`src/rtl/servo_pwm_gen.sv`:
```
`default_nettype none
// ============================================================================
//  Module   : servo_pwm_gen
//  Brief    : Servo PWM frame generator. A fixed PERIOD-cycle frame counter
//             emits one high pulse per frame whose length equals the active
//             width. Loaded widths are double-buffered and swapped in only at
//             a frame boundary, so a pulse is never truncated.
//  Options  : SERVO_PWM_CLAMP_EN - when defined, loaded widths are clamped to
//             [MIN_WIDTH, MAX_WIDTH]; otherwise they are limited to PERIOD.
//  Revision : 1.0 - initial release
// ============================================================================
module servo_pwm_gen #(
    parameter int BITS      = 23,
    parameter int PERIOD    = 1000000,
    parameter int MIN_WIDTH = 50000,
    parameter int MAX_WIDTH = 100000
) (
    input  logic            clk,
    input  logic            reset,
    input  logic            enable,
    input  logic            load,
    input  logic [BITS-1:0] width_in,
    output logic            pwm,
    output logic            frame_start,
    output logic            update
);

    localparam logic [BITS-1:0] c_last   = BITS'(PERIOD - 1);
    localparam bit              c_cfg_ok = (MIN_WIDTH <= MAX_WIDTH) &&
                                           (MAX_WIDTH < PERIOD) &&
                                           (PERIOD < (2 ** BITS));

    // Refuse to elaborate with a frame that cannot fit the counter or clamps
    // that fall outside the frame.
    if (!c_cfg_ok) begin : g_cfg_bad
        $error("servo_pwm_gen: need MIN_WIDTH <= MAX_WIDTH < PERIOD < 2**BITS");
    end

    typedef enum logic [0:0] {
        S_IDLE = 1'b0,
        S_RUN  = 1'b1
    } state_t;

    state_t          r_state;
    state_t          w_state_nxt;
    logic [BITS-1:0] r_cnt;
    logic [BITS-1:0] w_cnt_nxt;
    logic [BITS-1:0] r_active;
    logic [BITS-1:0] w_active_nxt;
    logic [BITS-1:0] r_pending;
    logic            r_pending_valid;
    logic [BITS-1:0] w_proc;
    logic            w_boundary;
    logic            w_update_nxt;
    logic            w_pwm_nxt;
    logic            r_pwm;
    logic            r_frame_start;
    logic            r_update;

`ifdef SERVO_PWM_CLAMP_EN
    localparam logic [BITS-1:0] c_min = BITS'(MIN_WIDTH);
    localparam logic [BITS-1:0] c_max = BITS'(MAX_WIDTH);

    // Clamp the requested width into the legal servo range.
    always_comb begin
        w_proc = width_in;
        if (width_in < c_min) begin
            w_proc = c_min;
        end else if (width_in > c_max) begin
            w_proc = c_max;
        end
    end
`else
    localparam logic [BITS-1:0] c_period = BITS'(PERIOD);

    // Limit the requested width to one full frame; no lower bound.
    always_comb begin
        w_proc = width_in;
        if (width_in > c_period) begin
            w_proc = c_period;
        end
    end
`endif

    // Next-state, frame counter and boundary detection.
    always_comb begin
        w_state_nxt = r_state;
        w_cnt_nxt   = r_cnt;
        w_boundary  = 1'b0;
        case (r_state)
            S_IDLE: begin
                w_cnt_nxt = '0;
                if (enable) begin
                    w_state_nxt = S_RUN;
                    w_boundary  = 1'b1;
                end
            end
            S_RUN: begin
                if (r_cnt == c_last) begin
                    w_cnt_nxt = '0;
                    if (enable) begin
                        w_boundary = 1'b1;
                    end else begin
                        w_state_nxt = S_IDLE;
                    end
                end else begin
                    w_cnt_nxt = r_cnt + 1'b1;
                end
            end
            default: begin
                w_state_nxt = S_IDLE;
                w_cnt_nxt   = '0;
            end
        endcase
    end

    // Width swap at the boundary; a same-edge load bypasses the pending slot.
    always_comb begin
        w_active_nxt = r_active;
        w_update_nxt = 1'b0;
        if (w_boundary) begin
            if (load) begin
                w_active_nxt = w_proc;
                w_update_nxt = 1'b1;
            end else if (r_pending_valid) begin
                w_active_nxt = r_pending;
                w_update_nxt = 1'b1;
            end
        end
        w_pwm_nxt = (w_state_nxt == S_RUN) && (w_cnt_nxt < w_active_nxt);
    end

    // State, counter, width buffers and registered outputs.
    always_ff @(posedge clk or negedge reset) begin
        if (!reset) begin
            r_state         <= S_IDLE;
            r_cnt           <= '0;
            r_active        <= '0;
            r_pending       <= '0;
            r_pending_valid <= 1'b0;
            r_pwm           <= 1'b0;
            r_frame_start   <= 1'b0;
            r_update        <= 1'b0;
        end else begin
            r_state  <= w_state_nxt;
            r_cnt    <= w_cnt_nxt;
            r_active <= w_active_nxt;
            if (load) begin
                r_pending <= w_proc;
            end
            if (w_boundary) begin
                r_pending_valid <= 1'b0;
            end else if (load) begin
                r_pending_valid <= 1'b1;
            end
            r_pwm         <= w_pwm_nxt;
            r_frame_start <= w_boundary;
            r_update      <= w_update_nxt;
        end
    end

    assign pwm         = r_pwm;
    assign frame_start = r_frame_start;
    assign update      = r_update;

endmodule
`default_nettype wire

```
`config.mk`:
```
export PLATFORM = sky130hd
export DESIGN_NAME = servo_pwm_gen
export DESIGN_NICKNAME = d
export VERILOG_FILES = /design/src/rtl/servo_pwm_gen.sv
export SDC_FILE = /design/constraint.sdc
export NUM_CORES = 1
export LEC_CHECK = 0
export ABC_CLOCK_PERIOD_IN_PS = 4500
export CAP_MARGIN = 0
export CORE_MARGIN = 4
export CORE_UTILIZATION = 30
export CTS_BUF_LIST = sky130_fd_sc_hd__clkbuf_4
export DETAILED_ROUTE_END_ITERATION = 6
export GPL_ROUTABILITY_DRIVEN = 0
export GPL_TIMING_DRIVEN = 0
export SYNTH_ARGS = -nofsm -noshare
export SYNTH_HDL_FRONTEND = slang
export SYNTH_SLANG_ARGS = --single-unit
```
`constraint.sdc`:
```
create_clock -name clk -period 4.5 [get_ports clk]
set_input_delay 0.9 -clock clk [delete_from_list [all_inputs] [get_ports clk]]
set_output_delay 0.9 -clock clk [all_outputs]
set_load 0.01 [all_outputs]
```
==> results_dict.tcl, run 1 <==
set metrics [dict create \
    clockBufferDepth 2 \
    p_int_mw 1.00 \
    timing.fmax_mhz 234 \
    area_growth_pct 19.7 \
    r2r_end "pwm" \
    yosysMostFrequentCell "dfrtp_1" \
    dr.pass1.iters 4 \
    fin_crit_ps 4270 \
    post-place-ws_ps -603 \
    post_drt_wl_per_cell_um 16.2 \
    outcome "complete, no violations" \
    p_comb_share_pct 7.4 \
    cts_tree "yes" \
    crit_start "width_in[4]" \
    io_pins 30 \
    antenna_cells 0 \
    fp.coreArea_sq_um 12800 \
    synth.avg_cell_area_sq_um 10.3 \
    swShare_pct 23.8 \
    start_util_pct 31.0 \
    syn_inst 385 \
    worstReg2RegStart "r_cnt[7]" \
    setup_ws_ps 232 \
    period_share_pct 94.9 \
    dieArea_sq_um 15200 \
    port_buffers 29 \
    arrival_ps 4610 \
    routed_wl_mm 9.81 \
    crit_required_ps 4840 \
    hpwl_mm 7.19 \
    relSlewSlack_pct 50.4 \
    finalHoldViolCount 0 \
    grt_max_degree 71 \
    die_y_um 123 \
    nFillCells 1310 \
    ys_seq_area_share_pct 46.5 \
    final-seq-area_sq_um 1850 \
    grtUsageTotal_pct 13.9 \
    htreeDepth 3 \
    hold_buffers 0 \
    synth_cell_types 56 \
    p_sw_mw 0.312 \
    rsz0062_at_grt "no" \
    final_util_pct 37.2 \
    syn_area_sq_um 3980 \
    drive_gt1_share_pct 11.1 \
    rr_worst_depth 15 \
    rows 41 \
    antenna_found_initial 0 \
    crit_end "pwm" \
    cts_sinks 74 \
    synth.ff_latch_count 74 \
    synth-edff-count 0 \
    drc_errors 0 \
    reg2reg_slack_ps 480 \
    path_clk_slew_ps 130 \
    ant_nets 0 \
    setup_violations 0 \
    power_leakage_nw 2.01 \
    synthArstFlopShare_pct 100 \
    startpoint_type "primary input" \
    cp_max_fo 10 \
    hold_path_class "in2async" \
    vias 3140 \
    finalNonFillerCells 606 \
    drtIter0Drc 124 \
    synth_common_cells "dfrtp_1, nor2_1, ha_1, nand2_1, inv_1" \
    path_class "in2reg" \
    clock-root-buffer "clkbuf_4" \
    placed_cells 587 \
    yosysTopAreaCellShare_pct 46.5 \
    power_frac_seq_pct 52.2 \
    die_x_um 123 \
    yosys_warnings 0 \
    viasPerCell 5.18 \
    drv_cap 0 \
    tightest_slew_ps 737 \
    yosys.area.top_type "dfrtp_1" \
    multiInputGateArea_sq_um 2010 \
    grt_pass1_wl_mm 16.5 \
    gr-total-overflow 0 \
    synth_top_flop_cell "dfrtp_1" \
    first_global_vias 3306 \
    ir_worst_vdd_mv 0.127 \
    syn_nets 435 \
    numCtsBuffers 9 \
    finalNetCount 479 \
    drv_slew 0 \
    fin_skew_ps 9.48 \
    end_kind "flip-flop" \
    p_per_area_nw_per_um2 276 \
    synth.area.top_cells "dfrtp_1, ha_1, nor2_1" \
    clk_latency_ps 420 \
    p_total_mw 1.31 \
    pwr-share-clk_pct 40.4 \
]
placed cells by master (no fill, tap or decap), drive strengths merged, types with 3 or more instances in the layout:
master,n
xor2,11
o221ai,8
xnor2,10
clkbuf,18
nor2b,5
and3,3
o22a,7
buf,13
nand3,15
nand4,10
nand2,24
a221oi,13
nor3,4
clkdlybuf4s50,27
ha,23
nor2,34
nand2b,12
and2,12
o21ai,15
a21o,8
a21oi,11
o221a,7
inv,19
nor4,7
a221o,12
bufinv,3
dfrtp,74
routing by layer:
metal	part of all wire [%]	track usage, %	wire length (um)
met1	47	18.6	4600
met2	48	22.6	4720
met3	3.4	3.02	335
met4	1.6	3.94	155
met5	0	0	0
how the worst min path moves through the flow:
stage                   from             to  slack, ps  cells after the start
6_report               reset   r_pending[4]        270                      1
5_1_grt                reset   r_pending[4]        210                      1
3_3_place_gp    r_active[21]   r_active[21]        480                      1
3_5_place_dp   r_pending[21]  r_pending[21]        490                      1
4_1_cts                reset   r_pending[4]        240                      1
2_1_floorplan  r_pending[20]  r_pending[20]        470                      1
power groups by stage:
stage	sequential (mW)	combinational [mW]	clock, mW
after floorplan	0.697	0.0355	0
after global placement	0.699	0.0914	0
after detailed placement	0.699	0.0965	0
after CTS	0.686	0.0972	0.545
after global routing	0.688	0.108	0.577
final	0.687	0.0972	0.531
sequential cells by signal (all words and copies together), names as in the netlist:
signal and flops:
r_active 23, r_cnt 23, r_pending 23, frame_start 1
pwm 1, r_pending_valid 1, r_state 1, update 1
critical path, stage by stage:
cell and delay [ps]:
clkdlybuf4s50_1 490, or4b_1 560, nor4_2 230, nand4_1 180, a21bo_1 230, buf_2 190
nor2_4 210, buf_4 210, a221oi_1 100, ha_1 320, a21oi_1 160, o21ai_0 120
a211oi_1 250, or3_1 150, nand4_1 120, a31oi_2 190
per-stage QoR:
stage	hold slack, ps	setup TNS [ps]	area (sq um)
2_1_floorplan	465	0	3980
3_3_place_gp	482	-4150	4490
3_5_place_dp	488	-603	4510
4_1_cts	238	0	4700
5_1_grt	213	0	4770
6_report	266	0	4770
cells by family (layout without fill, tap and decap cells):
logic type,after synthesis,after routing,synth area share (%)
AO/OA/AOI/OAI,93,93,18.6
multiplexers,2,2,0.534
flip-flops,74,74,46.5
adder cells (fa/ha/maj),23,23,7.23
buffers and inverters,36,85,3.93
XOR/XNOR,21,21,4.62
AND/OR/NAND/NOR,136,136,18.6
final cells by class:
cell class                      instances  area share [%]
Sequential cell                        74            38.8
Tap cell                              172            4.51
Clock buffer                            9            1.42
Clock inverter                          7            2.47
Inverter                               19            1.60
Buffer                                 17            1.81
Multi-Input combinational cell        275            42.2
Timing Repair Buffer                   33            7.14
repair_timing:
| item | 4_1_cts | 5_1_grt |
|---|---|---|
| resized for setup | 1 | 14 |
| pin swaps | 0 | 1 |
| buffers inserted | 0 | 3 |
| endpoints found under the setup margin | 1 | 1 |
(Power assumes the default switching activity.)
==> inputs of run 2 (changes only) <==
Settings changed: SLEW_MARGIN set to 20.
==> run 2 against run 1 <==
Fmax shrank 0.15%. Sequential cell count unchanged. Register-to-register slack better by 30 ps. Utilization shrank 0.74 points. First-iteration DRC count up 44%. Worst setup slack got worse by 6.3 ps. Sequential share of layout area is 0.79 points higher. Non-clock buffer count is 2 lower. Clock skew increased by 2.5 ps. Via count decreased by 0.83%. Largest power group unchanged. Highest routed layer unchanged.
==> results_dict.tcl, run 2 (synthesis gave the netlist of run 1 again) <==
set metrics [dict create \
    pwr-share-clk_pct 32.3 \
    tightest_slew_ps 774 \
    top_layer "met4" \
    grt_pass1_wl_mm 16.4 \
    hold_buffers 0 \
    power_leakage_nw 1.96 \
    final_common_cell "dfrtp_1" \
    path_class "in2reg" \
    cts_tree "yes" \
    hold_path_class "in2async" \
    numCtsBuffers 9 \
    wl_met1_mm 4.45 \
    cp_max_fo 10 \
    finalNetCount 477 \
    port_buffers 29 \
    relSlewSlack_pct 47.9 \
    first_global_vias 3268 \
    rr_worst_depth 15 \
    dr.pass1.iters 4 \
    fp.coreArea_sq_um 12800 \
    p_int_mw 0.839 \
    fin_tns_setup_ps 0 \
    outcome "complete, no violations" \
    drv_cap 0 \
    startpoint_type "primary input" \
    post_drt_wl_per_cell_um 16.0 \
    stdcell_area_sq_um 4670 \
    grt_max_degree 39 \
    gr-total-overflow 0 \
    htreeDepth 3 \
    worstReg2RegStart "r_cnt[7]" \
    final_util_pct 36.4 \
    end_kind "flip-flop" \
    drtIter0Drc 179 \
    power_frac_seq_pct 59.4 \
    die_y_um 123 \
    fin_skew_ps 12.0 \
    hpwl_mm 7.23 \
    antenna_found_initial 0 \
    swShare_pct 27.4 \
    drc_errors 0 \
    cts_sinks 74 \
    clockBufferDepth 2 \
    grtUsageTotal_pct 13.7 \
    timing.fmax_mhz 234 \
    path_clk_slew_ps 130 \
    antenna_cells 0 \
    met3WireLength_um 448 \
    vias 3114 \
    finalHoldViolCount 0 \
    area_growth_pct 17.3 \
    post-place-ws_ps -584 \
    r2r_end "pwm" \
    largestRegisters "r_active (23), r_cnt (23), r_pending (23)" \
    ant_nets 0 \
    p_per_area_nw_per_um2 247 \
    routed_wl_mm 9.67 \
    ir_worst_vdd_mv 0.166 \
    setup_violations 0 \
    drv_slew 0 \
    layout_common_cells "dfrtp_1, nor2_1, clkdlybuf4s50_1, nand2_1, ha_1" \
    start_util_pct 31.0 \
    setup_ws_ps 225 \
    reg2reg_slack_ps 510 \
    clock-root-buffer "clkbuf_4" \
    fin_crit_ps 4270 \
    drive_gt1_share_pct 10.2 \
    rows 41 \
    clk_latency_ps 410 \
    wl_met2_mm 4.65 \
    crit_required_ps 4830 \
    arrival_ps 4610 \
    p_comb_share_pct 8.3 \
    period_share_pct 95.0 \
    p_total_mw 1.16 \
    die_x_um 123 \
    dieArea_sq_um 15200 \
    p_sw_mw 0.317 \
    io_pins 30 \
    viasPerCell 5.16 \
    placed_cell_area_sq_um 4500 \
]
==> run 2: power by group through the flow <==
stage | logic (mW) | registers, mW | clock network (mW)
final | 0.0957 | 0.686 | 0.374
after CTS | 0.0960 | 0.686 | 0.387
after global placement | 0.0914 | 0.699 | 0
after detailed placement | 0.0953 | 0.699 | 0
after global routing | 0.107 | 0.688 | 0.422
after floorplan | 0.0355 | 0.697 | 0
==> run 2: metal layers <==
metal | GRT usage (%) | vias up
li1 | - | 1509
met1 | 18.5 | 1518
met2 | 22.4 | 75
met3 | 2.93 | 12
met4 | 3.39 | 0
met5 | 0 | -
==> run 2: what timing repair did <==
| item | in CTS | in global routing |
|---|---|---|
| gates resized for setup | 1 | 13 |
| setup buffers | 0 | 1 |
| pin swaps | 0 | 1 |
| endpoints found under the hold margin | 0 | 0 |
| setup endpoints to repair | 1 | 1 |
==> run 2: worst max-delay path by stage <==
stage / startpoint / end / slack, ps / cells past startpoint
3_3_place_gp: width_in[9] / pwm / -560 / 15
5_1_grt: width_in[4] / pwm / -7 / 16
4_1_cts: width_in[9] / pwm / 30 / 15
6_report: width_in[3] / pwm / 230 / 16
3_5_place_dp: width_in[9] / pwm / -580 / 15
2_1_floorplan: width_in[3] / pwm / 740 / 15
==> run 2: cell type report <==
cell class,instances,area (sq um)
buffer,17,90.1
clock buffer,9,67.6
clock inverter,7,53.8
fill,1329,8150
inverter,19,76.3
multi-input combinational,275,2000
sequential,74,1850
tap,172,215
timing repair buffer,31,318
==> run 2: metrics by stage <==
stage,hold WS (ps),cells
5_1_grt,418,604
3_3_place_gp,482,586
3_5_place_dp,487,587
4_1_cts,429,603
2_1_floorplan,465,385
6_report,438,604
==> run 2: worst max-delay path, cell delays in order <==
cell and delay [ps]:
clkdlybuf4s50_1 460, or4b_1 570, nor4_2 240, nand4_1 180, a21bo_1 230, buf_2 190, nor2_4 220, buf_4 210
a221oi_1 100, ha_1 320, a21oi_1 140, o21ai_0 120, a211oi_1 250, or3_1 150, nand4_1 110, a31oi_1 210
